--- src/rtl/board_b_d_bus_pkg.sv ---
// board_b_d_bus_pkg: shared FSM encoding and B-D bus address decode constants
package board_b_d_bus_pkg;
    typedef enum logic [2:0] {IDLE, SETUP, STROBE, HOLD, RESP} bus_state_t;
    localparam logic [1:0] SCROLL_IO_SEL = 2'b10;
    localparam int SCROLL_IO_SEL_LSB = 6;
    localparam int SCROLL_IDX_LSB = 1;
    localparam int CHARA_LAYER_BIT = 15;
endpackage

--- src/rtl/board_b_d_bus_initiator.sv ---
// board_b_d_bus_initiator: valid/ready request to M72 B-D bus strobes with setup, strobe, hold and read timeout
module board_b_d_bus_initiator
    import board_b_d_bus_pkg::*;
#(
    parameter int unsigned STROBE_CYCLES = 2,
    parameter int unsigned TIMEOUT_CYCLES = 8,
    parameter logic [3:0] CHARA_BASE = 4'hD,
    parameter logic [15:0] OPEN_BUS = 16'hFFFF
) (
    input  logic        CLK_32M,
    input  logic        RESET_N,
    input  logic        CE,
    input  logic        REQ_VALID,
    output logic        REQ_READY,
    input  logic [19:0] REQ_ADDR,
    input  logic        REQ_WE,
    input  logic        REQ_IO,
    input  logic [1:0]  REQ_BE,
    input  logic [15:0] REQ_WDATA,
    output logic        RSP_VALID,
    input  logic        RSP_READY,
    output logic [15:0] RSP_RDATA,
    output logic        RSP_TIMEOUT,
    output logic [18:0] A,
    output logic [15:0] DIN,
    output logic [1:0]  BYTE_SEL,
    output logic        MRD,
    output logic        MWR,
    output logic        IORD,
    output logic        IOWR,
    output logic        CHARA,
    input  logic [15:0] DOUT,
    input  logic        DOUT_VALID
);
    localparam logic [8:0] S9 = 9'(STROBE_CYCLES);
    localparam logic [8:0] T9 = 9'(TIMEOUT_CYCLES);

    bus_state_t state, state_d;
    logic [7:0] cnt, cnt_d;
    logic [8:0] cnt_inc;
    logic got, got_d, got_now, is_we, is_we_d, is_io, is_io_d, done;
    logic [18:0] a_d;
    logic [15:0] din_d, rsp_rdata_d;
    logic [1:0] byte_sel_d;
    logic rsp_timeout_d, chara_d, mrd_d, mwr_d, iord_d, iowr_d;
    logic unused_addr0;

    assign unused_addr0 = REQ_ADDR[0];
    assign cnt_inc = {1'b0, cnt} + 9'd1;
    assign got_now = got | DOUT_VALID;
    // reads leave early once data arrived and the minimum width is met; the timeout only fires without data
    assign done = is_we ? cnt_inc >= S9 : (cnt_inc >= S9 && got_now) || cnt_inc == T9;

    always_comb begin
        state_d = state;
        cnt_d = cnt;
        got_d = got;
        is_we_d = is_we;
        is_io_d = is_io;
        a_d = A;
        din_d = DIN;
        byte_sel_d = BYTE_SEL;
        chara_d = CHARA;
        mrd_d = MRD;
        mwr_d = MWR;
        iord_d = IORD;
        iowr_d = IOWR;
        rsp_rdata_d = RSP_RDATA;
        rsp_timeout_d = RSP_TIMEOUT;
        case (state)
            IDLE: if (CE && REQ_VALID && REQ_READY) begin
                a_d = REQ_ADDR[19:1];
                byte_sel_d = REQ_BE;
                din_d = REQ_WE ? REQ_WDATA : DIN;
                is_we_d = REQ_WE;
                is_io_d = REQ_IO;
                got_d = 1'b0;
                rsp_timeout_d = 1'b0;
                rsp_rdata_d = REQ_BE == 2'b00 ? OPEN_BUS : 16'h0000;
                chara_d = ~REQ_IO && REQ_ADDR[19:16] == CHARA_BASE && REQ_BE != 2'b00;
                state_d = REQ_BE == 2'b00 ? RESP : SETUP;
            end
            SETUP: if (CE) begin
                mrd_d = ~is_we & ~is_io;
                mwr_d = is_we & ~is_io;
                iord_d = ~is_we & is_io;
                iowr_d = is_we & is_io;
                cnt_d = 8'd0;
                state_d = STROBE;
            end
            STROBE: if (CE) begin
                cnt_d = cnt == 8'hFF ? cnt : cnt_inc[7:0];
                rsp_rdata_d = !is_we && DOUT_VALID ? DOUT : RSP_RDATA;
                got_d = got | (!is_we && DOUT_VALID);
                if (done) begin
                    {mrd_d, mwr_d, iord_d, iowr_d} = 4'b0000;
                    rsp_rdata_d = !is_we && !got_now ? OPEN_BUS : rsp_rdata_d;
                    rsp_timeout_d = !is_we && !got_now;
                    state_d = HOLD;
                end
            end
            HOLD: if (CE) begin
                chara_d = 1'b0;
                state_d = RESP;
            end
            RESP: state_d = RSP_READY ? IDLE : RESP;
            default: state_d = IDLE;
        endcase
    end

    always_ff @(posedge CLK_32M or negedge RESET_N) begin
        if (!RESET_N) begin
            state <= IDLE;
            cnt <= '0;
            got <= 1'b0;
            is_we <= 1'b0;
            is_io <= 1'b0;
            REQ_READY <= 1'b0;
            RSP_VALID <= 1'b0;
            RSP_RDATA <= '0;
            RSP_TIMEOUT <= 1'b0;
            A <= '0;
            DIN <= '0;
            BYTE_SEL <= '0;
            CHARA <= 1'b0;
            {MRD, MWR, IORD, IOWR} <= 4'b0000;
        end else begin
            state <= state_d;
            cnt <= cnt_d;
            got <= got_d;
            is_we <= is_we_d;
            is_io <= is_io_d;
            REQ_READY <= state_d == IDLE;
            RSP_VALID <= state_d == RESP;
            RSP_RDATA <= rsp_rdata_d;
            RSP_TIMEOUT <= rsp_timeout_d;
            A <= a_d;
            DIN <= din_d;
            BYTE_SEL <= byte_sel_d;
            CHARA <= chara_d;
            {MRD, MWR, IORD, IOWR} <= {mrd_d, mwr_d, iord_d, iowr_d};
        end
    end
endmodule

--- config.mk ---
export PLATFORM = sky130hd
export DESIGN_NAME = board_b_d_bus_initiator
export DESIGN_NICKNAME = d
export VERILOG_FILES = /design/src/rtl/board_b_d_bus_pkg.sv /design/src/rtl/board_b_d_bus_initiator.sv
export SDC_FILE = /design/constraint.sdc
export NUM_CORES = 1
export LEC_CHECK = 0
export CORE_UTILIZATION = 55
export CTS_BUF_LIST = sky130_fd_sc_hd__clkbuf_2 sky130_fd_sc_hd__clkbuf_4 sky130_fd_sc_hd__clkbuf_8
export CTS_CLUSTER_SIZE = 8
export DETAILED_ROUTE_END_ITERATION = 8
export DONT_BUFFER_PORTS = 1
export PLACE_DENSITY = 0.7
export SLEW_MARGIN = 10
export SYNTH_ARGS = -nofsm -noshare
export SYNTH_HDL_FRONTEND = slang
export SYNTH_SLANG_ARGS = --single-unit
--- constraint.sdc ---
create_clock -name CLK_32M -period 3.1 [get_ports CLK_32M]
set_clock_uncertainty 0.05 [all_clocks]
set_input_delay 0.465 -clock CLK_32M [delete_from_list [all_inputs] [get_ports CLK_32M]]
set_output_delay 0.465 -clock CLK_32M [all_outputs]
set_load 0.02 [all_outputs]
== Word-level counts from Yosys, hierarchy flattened ==
Index checks and enable logic that the tools add are counted.

* Bits of input ports: 62
* Bits in registers: 75
* Output and inout port bits: 61
* Logic and storage cells: 105

* Reduce and logical (&&, ||, !) cells: 24
* $add $sub $neg: 1
* Eq/ne operators: 14
* $lt $le $gt $ge: 1
* Bitwise logic cells: 9
* Multiplexer cells: 39

{| class="wikitable"
|+ Operators with widths
! cell !! number
|-
| 16-bit two-way mux || 6
|-
| 16-bit case mux with 2 select lines || 1
|-
| 8-bit two-way mux || 3
|-
| 3-bit two-way mux || 7
|-
| 8-bit case mux with 2 select lines || 1
|-
| 3-bit case mux with 5 select lines || 1
|-
| 1-bit case mux with 2 select lines || 7
|-
| 1-bit two-way mux || 13
|-
| 2-bit != test (second input constant) || 6
|-
| 4-bit AND reduction || 3
|-
| 8-bit by 1-bit adder with 9-bit output (second input constant) || 1
|-
| 9-bit by 4-bit == test with 1-bit output (second input constant) || 1
|-
| 9-bit by 2-bit greater-or-equal comparator with 1-bit output (second input constant) || 1
|-
| 3-bit AND reduction || 3
|-
| 8-bit == test (second input constant) || 1
|-
| 2-bit nonzero test || 4
|-
| 1-bit logical AND || 7
|-
| 3-bit by 2-bit == test with 1-bit output (second input constant) || 2
|-
| 3-bit == test (second input constant) || 2
|-
| 3-bit zero test || 2
|-
| 1-bit bitwise AND || 4
|-
| 4-bit == test (second input constant) || 1
|-
| 3-bit by 1-bit == test with 1-bit output (second input constant) || 1
|-
| 1-bit inverter || 3
|-
| 5 further kinds || 7
|}

== Longest topological paths before layout ==
* Depth after elaboration: 9
* Mapped depth: 8
* Gate-level depth less buffers: 6

== Worst setup path before layout ==
Ideal clock, no wire load.

* Path kind: reg-to-reg
* Start point: register cnt[0]
* End point: register state[0]
* Period minus slack after synthesis: 2.147 ns
* Required time: 2.960 ns
* Cell stages (with the launch flop): 8
* Library setup time: 0.090 ns
* Data arrival time: 2.008 ns
* Path slack: 0.953 ns
* Path through: dfrtp_1 ha_1 and4_1 clkbuf_1 a211oi_2 and4bb_2 or3_1 o2111ai_1

* Word-level cells in the longest chain between the ends: 8

{| class="wikitable"
|+ Ends and longest elaborated chain
! what !! RTL line !! source
|-
| start, declared || board_b_d_bus_initiator.sv:39 || <nowiki>logic [7:0] cnt, cnt_d;</nowiki>
|-
| start signal, assigned || board_b_d_bus_initiator.sv:129 || <nowiki>cnt <= cnt_d;</nowiki>
|-
| 8-bit by 1-bit adder with 9-bit output (*) || board_b_d_bus_initiator.sv:49 || <nowiki>assign cnt_inc = {1'b0, cnt} + 9'd1;</nowiki>
|-
| 9-bit by 2-bit greater-or-equal comparator with 1-bit output || board_b_d_bus_initiator.sv:52 || <nowiki>assign done = is_we ? cnt_inc >= S9 : (cnt_inc >= S9 && got_now) || cnt_inc == T9;</nowiki>
|-
| 1-bit logical AND || board_b_d_bus_initiator.sv:52 ||
|-
| 1-bit logical OR || board_b_d_bus_initiator.sv:52 ||
|-
| 1-bit two-way mux (*) || board_b_d_bus_initiator.sv:52 ||
|-
| 3-bit two-way mux (*) || board_b_d_bus_initiator.sv:95 || <nowiki>if (done) begin</nowiki>
|-
| 3-bit two-way mux (*) || board_b_d_bus_initiator.sv:91 || <nowiki>STROBE: if (CE) begin</nowiki>
|-
| 3-bit case mux with 5 select lines (*) || board_b_d_bus_initiator.sv:70 || <nowiki>case (state)</nowiki>
|-
| named net state_d[0] || board_b_d_bus_initiator.sv:38 || <nowiki>bus_state_t state, state_d;</nowiki>
|-
| end signal, assigned || board_b_d_bus_initiator.sv:128 || <nowiki>state <= state_d;</nowiki>
|-
| end, declared || board_b_d_bus_initiator.sv:38 ||
|}

Mark *: on every way through the listed nets, which the timed path passes. The rest lies on a longest branch.
A chain may end at the register's enable or synchronous reset.

== Final worst setup path ==
* Start point: register cnt[0]
* End point: register RSP_RDATA[0]

* Word-level cells in the longest chain between the ends: 8

{| class="wikitable"
|+ Ends and longest elaborated chain
! what !! RTL line !! source
|-
| 8-bit by 1-bit adder with 9-bit output (*) || board_b_d_bus_initiator.sv:49 ||
|-
| 9-bit by 2-bit greater-or-equal comparator with 1-bit output || board_b_d_bus_initiator.sv:52 ||
|-
| 1-bit logical AND || board_b_d_bus_initiator.sv:52 ||
|-
| 1-bit logical OR || board_b_d_bus_initiator.sv:52 ||
|-
| 1-bit two-way mux (*) || board_b_d_bus_initiator.sv:52 ||
|-
| 16-bit two-way mux (*) || board_b_d_bus_initiator.sv:95 ||
|-
| 16-bit two-way mux (*) || board_b_d_bus_initiator.sv:91 ||
|-
| 16-bit case mux with 2 select lines (*) || board_b_d_bus_initiator.sv:70 ||
|-
| end signal, assigned || board_b_d_bus_initiator.sv:135 || <nowiki>RSP_RDATA <= rsp_rdata_d;</nowiki>
|-
| end, declared || board_b_d_bus_initiator.sv:22 || <nowiki>output logic [15:0] RSP_RDATA,</nowiki>
|}

Mark *: on every way between the ends. The rest lies on a longest branch, timed or not. The select of a mux whose other input is x is not followed.

==> impl.org <==
** Floorplan
- Die Ht :: 81.2 um
- Core Area :: 0.00599 sq mm
- Die Footprint :: 0.00659 sq mm
- For this configuration, the core starts out at a cell density of 57.6%.
- The floorplan has 28 rows.
- I/O pin cnt :: between 100 and 150
- Die X-Extent :: about 81 um

** Worst setup path
- Setup crit start kind :: flip-flop
- In this run the worst setup path terminates at RSP_RDATA[0].
- For the worst flop-to-flop path, the logic depth is 6.
- The critical path starts at cnt[0].
- The worst register-to-register path ends at RSP_RDATA[0].
- Combined buffer and inverter count along the critical path :: 0
- Traced cell by cell, the critical path runs through ha_1 -> and4_1 -> a211oi_2 -> o21ai_1 -> nand2_1 -> a21oi_1.
- The cell family contributing the most delay on the critical path is simple AND/OR/NAND/NOR gates.
- Critical path arrival :: 2.56 ns
- Slowest-stage cell, CP :: sky130_fd_sc_hd__dfrtp_1
- Reg-to-Reg Start :: cnt[0]
- At the worst endpoint, the required time is around 3.3 ns.
- R2r setup slk :: around 0.75 ns
- Counting buffers and inverters, the worst setup path is 6 cells deep.
- CP Class :: reg2reg
- Highest fanout seen on the critical path :: 16
- On the worst path, the slowest cell contributes a delay of ~0.46 ns.
- CP endpoint kind :: flip-flop

** Synthesis
- Yosys mapped a number of flops with a built-in enable equal to 0.
- Net Count, Synth :: 418
- In this run the cell area of the synthesized design comes to 0.00345 sq mm.
- Synthesized flop and latch total :: 75
- Fraction of synthesis flops using an asynchronous set or reset pin :: 100%
- Instance count of the mapped netlist :: 353
- Post-synthesis average cell area :: 9.77 sq um
- Number of warnings issued by yosys :: 0
- Post-synthesis cell type count :: 53
- Top FF cell, synth :: sky130_fd_sc_hd__dfrtp_1
- For this run, the register share of the synthesized area comes to 54.4%.

** CTS
- TritonCTS clock tree :: done
- Counting the buffers created by CTS gives 9.
- Maximum root-to-sink buffer count :: 2
- Clock latency on the worst-skew pair, taken at its later pin, is 0.34 ns.
- The clock tree synthesis step divided the H-tree into 3 levels.
- Cts repair resizes :: 0
- Counting every sink on the clock net gives 75.
- Clock Root Buffer :: sky130_fd_sc_hd__clkbuf_8
- Post-CTS clock slew at the launch and capture registers of the worst setup and hold paths :: 0.07 ns

** Placement
- # port buffers :: 0
- After legalization and detailed placement, the total HPWL measured 4780 um.
- Area after detailed placement :: between 0.003 and 0.004 sq mm
- Final GP Congestion :: slightly above 0.8

** Detailed routing
- Post-route antenna net violation count :: 0
- Wire length after detailed routing :: 6920 um
- In this run, the number of DRC markers left after iteration 0 of detailed routing was 74.
- In the routed layout, each cell is associated on average with a via count of 5.88.
- Drc violations :: 0
- Final routed wire length divided by cell count :: 16.2 um
- Before antenna repair, the detailed router went through 4 iterations.
- Routed via count :: 2,512

** Power
- Summed over all cells, the static leakage comes to 0.00168 uW.
- Across the VDD grid, the largest voltage drop is 0.631 mV.
- Net switching is about 44% of the power.
- Relative contribution of the clock network to total power :: 17.3%
- Internal power comes to 2100 uW.
- For this design the ratio of total power to cell area is about 1000 mW/mm^2.
- Switching power :: 1630 uW
- Flop pwr share :: 59.3%
- Per report_power, the combinational group accounts for a little under a quarter of the total.

** GRT
- The first global-routing pass estimated 10,500 um of wire.
- Across every metal layer, demand over resource in global routing totals a little over a fifth.
- Vias in the first global route :: about 2,300
- Maximum number of pins on one net before global-route repair :: 76
- Global route total overflow :: 0
- The initial antenna violation count came to 0.

** Final layout
- Signed area change from the synthesized netlist to the final layout :: 6.64%
- Leading cell type in the layout, fill and taps excluded :: sky130_fd_sc_hd__nand2_1
- Post-route design area :: about 0.0037 sq mm
- At the end of the flow, the number of nets in the layout was 413.
- N_diodes :: 0
- Highest-count cells in the layout ignoring fill and taps :: sky130_fd_sc_hd__nand2_1, sky130_fd_sc_hd__dfrtp_1, sky130_fd_sc_hd__o21ai_0
- Fraction of final layout cells with drive strength greater than 1 :: 9.94%

** Timing
- Derived from the worst setup path, the maximum achievable clock frequency is 426 MHz.
- In the finished design, the share of the clock period the worst path needs comes to 75.7%.
- Crit path time final :: 2.35 ns
- For the pin with the worst max-slew slack, the measured transition is 0.865 ns.
- The number of max-slew violations in the final report was 0.
- Setup violators final :: 0
- The number of failing hold endpoints at the final stage is 0.
- Tightest slew margin relative to the limit :: 42.3%
- In the final timing run, aggregate negative setup slack is 0 ns.
- RSZ-0062 raised after global routing :: false

** Status
- The flow ran to the end, and the final reports show no timing, DRC or antenna violations.

** Min path
- The worst hold path belongs to the class in2reg.

** Run
- Max-capacitance violation count :: 0
## worst min path at each step
stage / startpoint / end / slack [ns] / cells after the start
finish: REQ_ADDR[10] / A[9] / 0.17 / 2
global route: REQ_ADDR[6] / A[5] / 0.17 / 2
CTS: REQ_ADDR[10] / A[9] / 0.16 / 2
detailed placement: RESET_N / DIN[7] / 0.12 / 0
global placement: RESET_N / DIN[8] / 0.12 / 0
floorplan: RESET_N / A[0] / 0.12 / 0
## cell families (layout without fill, tap and decap cells)
group | after synthesis | in the layout | synth area share [%]
AO/OA/AOI/OAI | 77 | 77 | 13.9
XOR/XNOR | 5 | 5 | 1.27
adder cells (fa/ha/maj) | 3 | 3 | 1.09
buffers and inverters | 27 | 26 | 3.23
flip-flops | 75 | 75 | 54.4
multiplexers | 17 | 17 | 5.52
AND/OR/NAND/NOR | 149 | 149 | 20.6
## per-stage QoR
stage	hold WS (ns)	setup slack [ns]	power [uW]	util (%)	cells
finish	0.170	0.753	3730	61.4	427
global route	0.167	0.534	3980	61.4	427
CTS	0.158	0.772	3770	61.4	427
detailed placement	0.121	0.788	3100	58.0	410
global placement	0.121	0.818	3040	58.0	410
floorplan	0.119	0.953	2870	-	353
## flip-flops by register name, summed over array words and instances (netlist names)
signal       count
CHARA            1
RSP_RDATA       16
state            3
is_we            1
cnt              8
RSP_VALID        1
IORD             1
IOWR             1
DIN             16
A               19
MRD              1
got              1
MWR              1
is_io            1
BYTE_SEL         2
RSP_TIMEOUT      1
REQ_READY        1
## final cells by class
type | count | area [sq um]
tap | 75 | 93.8
clock buffer | 10 | 138
clock inverter | 5 | 30.0
inverter | 7 | 26.3
multi-input combinational | 251 | 1460
fill | 513 | 2310
timing repair buffer | 4 | 52.6
sequential | 75 | 1880
## power groups by stage
stage / Combinational, uW / Clock, uW / Sequential [uW]
after global routing: 992 / 698 / 2290
after detailed placement: 866 / 0 / 2230
after floorplan: 753 / 0 / 2120
after global placement: 820 / 0 / 2220
after CTS: 886 / 665 / 2220
final: 875 / 645 / 2210
## Yosys cell counts, drive strengths merged (5+ instances only)
cell type  number  share of area (%)
nand2          81                9.0
dfrtp          75                 54
o21ai          30                4.5
nor2           24                2.7
a21oi          20                2.9
mux2           16                5.2
clkbuf         14                1.5
nand3          11                1.6
o211ai         11                2.4
inv             7               0.76
buf             6               0.94
nor3            5                1.1
or3             5               0.91
## layer usage
metal  global-route usage (%)  vias to the layer above  wire length, um
li1                         -                     1217                -
met1                     26.6                     1179             2980
met2                     33.8                      107             3140
met3                     8.43                        9              681
met4                     10.4                        0              108
met5                        0                        -                0
## worst register-to-register path, stage by stage, from the launching register on
cell and delay [ns]:
sky130_fd_sc_hd__dfrtp_1 0.46, sky130_fd_sc_hd__ha_1 0.30, sky130_fd_sc_hd__and4_1 0.37, sky130_fd_sc_hd__a211oi_2 0.13, sky130_fd_sc_hd__o21ai_1 0.28, sky130_fd_sc_hd__nand2_1 0.41, sky130_fd_sc_hd__a21oi_1 0.27
## repair_timing
action | CTS | global route
buffers inserted | 0 | 0
hold buffers | 2 | 0
endpoints found under the hold margin | 75 | 0
(Power assumes the default switching activity.)
==> patch 1: new RTL, same settings <==
Encoding of `bus_state_t`: now one-hot (5 bits for 5 states).
--- a/src/rtl/board_b_d_bus_pkg.sv
+++ b/src/rtl/board_b_d_bus_pkg.sv
@@ -1,5 +1,5 @@
 // board_b_d_bus_pkg: shared FSM encoding and B-D bus address decode constants
 package board_b_d_bus_pkg;
-    typedef enum logic [2:0] {IDLE, SETUP, STROBE, HOLD, RESP} bus_state_t;
+    typedef enum logic [4:0] {IDLE = 5'b00001, SETUP = 5'b00010, STROBE = 5'b00100, HOLD = 5'b01000, RESP = 5'b10000} bus_state_t;
     localparam logic [1:0] SCROLL_IO_SEL = 2'b10;
     localparam int SCROLL_IO_SEL_LSB = 6;
Function: no difference found for any inputs over 4 cycles, from zero or initial values and one cycle with RESET_N low; so few cycles prove little.
==> patch 1 against the original RTL <==
- the flow now finishes with violations (design-rule violations)
- utilization rose by 0.39 points
- design area is 7.9% higher
- combinational power down 23%
- first-iteration DRC count rose by 68%
- setup slack got worse by 0.37 ns
- hold slack worse by 0.0012 ns
- critical path depth did not move
- area after synthesis rose by 7.5%
- wire length grew 8.8%
- sequential cell count rose by 2
- power shrank 6.8%
- highest routed layer unchanged
==> patch 1: results (changes against the original RTL) <==
Outcome - finished with violations
Violations in the final reports - design-rule violations
Gr usage total - 0.2293 (+0.01161)
H-tree depth - 3 (unchanged)
Worst path arrival time - 2.95 ns (+0.39 ns)
CP Launch Type - register
Hold Crit Start - REQ_ADDR[4]
Met3 WL - 583 um (-14%)
Hpwl dp - 5.192 mm (+8.7%)
Post-route ant nets - 0 (unchanged)
Static leakage - 1.849 nW (+10%)
Yosys Warn Count - 0 (unchanged)
Pre-Repair DR Iteration Count - 6 (+2)
Post-synth cell types - 57 (+7.5%)
WL final - 7.523 mm (+8.8%)
DP Worst Slack - 0.4100 ns (-0.3775 ns)
Biggest regs - A: 19 flops, DIN: 16 flops, RSP_RDATA: 16 flops
Slew Limit Headroom - 0.3825 (-0.04052)
Post-DP Area - 3755 um^2 (+8.1%)
IO buf count - 0 (unchanged)
DRT iter0 DRCs - 124 (+68%)
Commonest cells post-synth - nand2_1 (79), dfrtp_1 (76), a21oi_1 (21), inv_1 (20), o21a_1 (19)
Vias per Instance - 5.883 (about the same)
Largest net degree at the start of global routing - 78 (+2.6%)
Reg2reg start - cnt[0]
Share of post-route cells with drive strength above 1 - 0.09309 (-0.006347)
Post-synthesis sequential area ratio - 0.5201 (-0.02419)
Critical path's largest stage delay - 0.90 ns (+0.44 ns)
DRT met1 WL - 3.253 mm (+9.1%)
Clock Path Buffers - 2 (unchanged)
Post-CTS setup buffers - 0 (unchanged)
Cell family with most CP delay - compound AO/OA/AOI/OAI gates
Wire length on met2 - 3.546 mm (+13%)
Worst path slowest cell - o41ai_4
Syn nets - 434 (+3.8%)
DRC violation count after routing - 6 (+6)
GPL Wtd Cong - 0.8424 (+3.1%)
Hold WC Path Type - in -> reg
Global-route wire length before repair - 12.75 mm (+21%)
Grt ovf - 0 (unchanged)
Worst vdd ir - 563.7 uV (-11%)
Net count, final - 436 (+5.6%)
Cts bufs inserted - 9 (unchanged)
Fillcell total - 550 (+7.2%)
Antenna diode count - 0 (unchanged)
Vias in the first global route - 2,650 (+14%)
Clk_lat worst skew - 0.35 ns
Synth area leaders - dfrtp_1 (51%), nand2_1 (8.0%), mux2_1 (4.9%)
P_int - 0.002008 W (-4.4%)
[patch 1: final timing paths]
path / to / slack, ns / cells after the start
min in group asynchronous: cnt[2] / 0.60 / 2
worst max-delay path: RSP_RDATA[7] / 0.39 / 6
worst min register to register: is_io / 0.52 / 2
worst max register to register: RSP_RDATA[7] / 0.39 / 6
worst min-delay path: A[3] / 0.17 / 2
max in group asynchronous: state[0] / 2.04 / 2
[patch 1: timing repair]
item,in CTS,in global routing
endpoints found under the hold margin,77,0
hold buffers,2,0
setup endpoints to repair,0,0
[patch 1: final cells by class]
cell class	count	area (um^2)	area share
Clock buffer	11	138.9	0.03500
Clock inverter	5	36.28	0.009145
Inverter	20	75.07	0.01892
Multi-Input combinational cell	256	1618	0.4078
Sequential cell	77	1928	0.4860
Tap cell	77	96.34	0.02428
Timing Repair Buffer	7	75.07	0.01892
[patch 1: per-stage QoR]
stage	hold slack (ns)	std cells	power (W)
floorplan	0.1194	369	0.002611
global placement	0.1225	435	0.002759
detailed placement	0.1221	435	0.002803
CTS	0.1555	453	0.003517
global route	0.1511	453	0.003691
finish	0.1692	453	0.003481
[patch 1: layer usage]
| layer | global-route usage | up-vias |
|---|---|---|
| li1 | - | 1282 |
| met1 | 0.2946 | 1267 |
| met5 | 0 | - |
| met2 | 0.3525 | 102 |
| met4 | 0.09404 | 0 |
| met3 | 0.08605 | 14 |
[patch 1: power groups by stage]
stage	Combinational, W	Clock (W)	Sequential, W
6_report	0.000670	0.000683	0.00213
3_5_place_dp	0.000659	0	0.00214
3_3_place_gp	0.000618	0	0.00214
5_1_grt	0.000773	0.000738	0.00218
2_1_floorplan	0.000552	0	0.00206
4_1_cts	0.000677	0.000706	0.00213
[patch 1: cell families (layout without fill, tap and decap cells)]
logic type	Yosys count	in the layout	share of synthesized area
fa+ha+maj	3	3	0.01013
xor+xnor	4	4	0.01148
flops	77	77	0.5201
compound gates	86	86	0.1715
simple gates	147	147	0.1947
buf+inv	36	43	0.04354
mux	16	16	0.04860
==> patch 2: new RTL, same flow settings <==
Made on the original files. Set the parameter `OPEN_BUS` to 16'h7FFF (it was 16'hFFFF).
--- a/src/rtl/board_b_d_bus_initiator.sv
+++ b/src/rtl/board_b_d_bus_initiator.sv
@@ -6,5 +6,5 @@
     parameter int unsigned TIMEOUT_CYCLES = 8,
     parameter logic [3:0] CHARA_BASE = 4'hD,
-    parameter logic [15:0] OPEN_BUS = 16'hFFFF
+    parameter logic [15:0] OPEN_BUS = 16'h7FFF
 ) (
     input  logic        CLK_32M,
Behaviour: not the same (a bounded check fails within 4 cycles, from zero or initial values and one cycle with RESET_N low).
==> patch 2 against the original RTL <==
- hold slack lost 0.0088 ns
- setup slack lost 0.18 ns
- non-clock buffer count grew 1
- wire length grew 4.7%
- synthesized cell count shrank 13%
- sequential cell count is the same
- count of clock-buffer cells in the layout is the same
- power grew 0.87%
- design area shrank 2.0%
- utilization shrank 0.86 points
- global-route usage grew 1.8 points
- area after synthesis shrank 1.5%
- largest cell class unchanged
==> patch 2: results (changes against the original RTL) <==
Outcome - finished clean
Avg Synthesized Cell Area - 11.03 um^2 (+13%)
Worst path arrival time - 2.76 ns (+0.20 ns)
Cell family with most CP delay - compound AO/OA/AOI/OAI gates
Synth area leaders - dfrtp_1 (55%), nand2_1 (9.4%), mux2_2 (5.3%)
Wire length on met2 - 3.588 mm (+14%)
M1 GR Usage - 0.2840 (+0.01842)
Met2 Usage GRT - 0.3729 (+0.03507)
Gr usage total - 0.2354 (+0.01769)
DP Worst Slack - 0.6019 ns (-0.1856 ns)
Hpwl dp - 5.018 mm (+5.0%)
Met3 Usage GRT - 0.08523 (+0.0009576)
Critical path's largest stage delay - 0.55 ns (+0.09 ns)
Post-synth cell types - 59 (+11%)
Syn nets - 373 (-11%)
DRT met1 WL - 2.908 mm (-2.5%)
Initial antenna violation count - 0 (unchanged)
Max FO, Critical Path - 11 (-5)
Slew Limit Headroom - 0.4276 (+0.004484)
DR WL/cell - 18.67 um (+15%)
Met3 WL - 626 um (-8.1%)
GPL Wtd Cong - 0.8507 (+4.1%)
Static leakage - 1.623 nW (-3.2%)
DRT iter0 DRCs - 154 (+110%)
Share of post-route cells with drive strength above 1 - 0.1693 (+0.06990)
Global-route wire length before repair - 11.30 mm (+7.3%)
Vias in the first global route - 2,343 (+1.1%)
Hold WC Path Type - in -> reg
Worst vdd ir - 549.2 uV (-13%)
patch 2: cell count changes after synthesis, sizes merged, moves of 3 or more:
cell,unedited run,this run
a21o,1,4
a21oi,20,4
and3,0,3
clkbuf,14,8
inv,7,2
nand2,81,85
nand3,11,8
nor2,24,9
nor3b,0,3
o211ai,11,1
o21ai,30,14
o221a,0,15
or3,5,0
patch 2: worst paths after layout:
| path | start | end | slack, ns | cells after the start |
|---|---|---|---|---|
| min in group asynchronous | RESET_N | RSP_TIMEOUT | 0.60 | 2 |
| hold reg to reg | got | got | 0.45 | 1 |
| max in group asynchronous | RESET_N | CHARA | 2.07 | 2 |
| setup reg to reg | cnt[0] | IORD | 0.57 | 7 |
| hold / removal | REQ_ADDR[5] | A[4] | 0.16 | 2 |
| setup / recovery | cnt[0] | IORD | 0.57 | 7 |
patch 2: layout make-up:
class	instances	area, um^2
clock buffer	10	137.6
clock inverter	6	41.29
fill	497	2351
inverter	2	7.507
multi-input combinational	215	1388
sequential	75	1877
tap	75	93.84
timing repair buffer	5	60.06
patch 2: cell families after synthesis:
kind of cell,count (synthesis),synth area share
flops,75,0.5525
fa+ha+maj,3,0.01105
mux,16,0.05304
compound gates,60,0.1499
xor+xnor,5,0.01289
buf+inv,18,0.03904
simple gates,131,0.1816
patch 2: power breakdown:
group	internal (W)	switching (W)
Clock	0.000310	0.000368
Sequential	0.00139	0.000787
Combinational	0.000450	0.000464
patch 2: per-stage QoR:
stage	cells	utilization	cell area, um^2
4_1_cts	388	0.6053	3605
3_5_place_dp	370	0.5689	3388
6_report	388	0.6053	3605
5_1_grt	388	0.6053	3605
3_3_place_gp	370	0.5689	3388
2_1_floorplan	308	-	3397
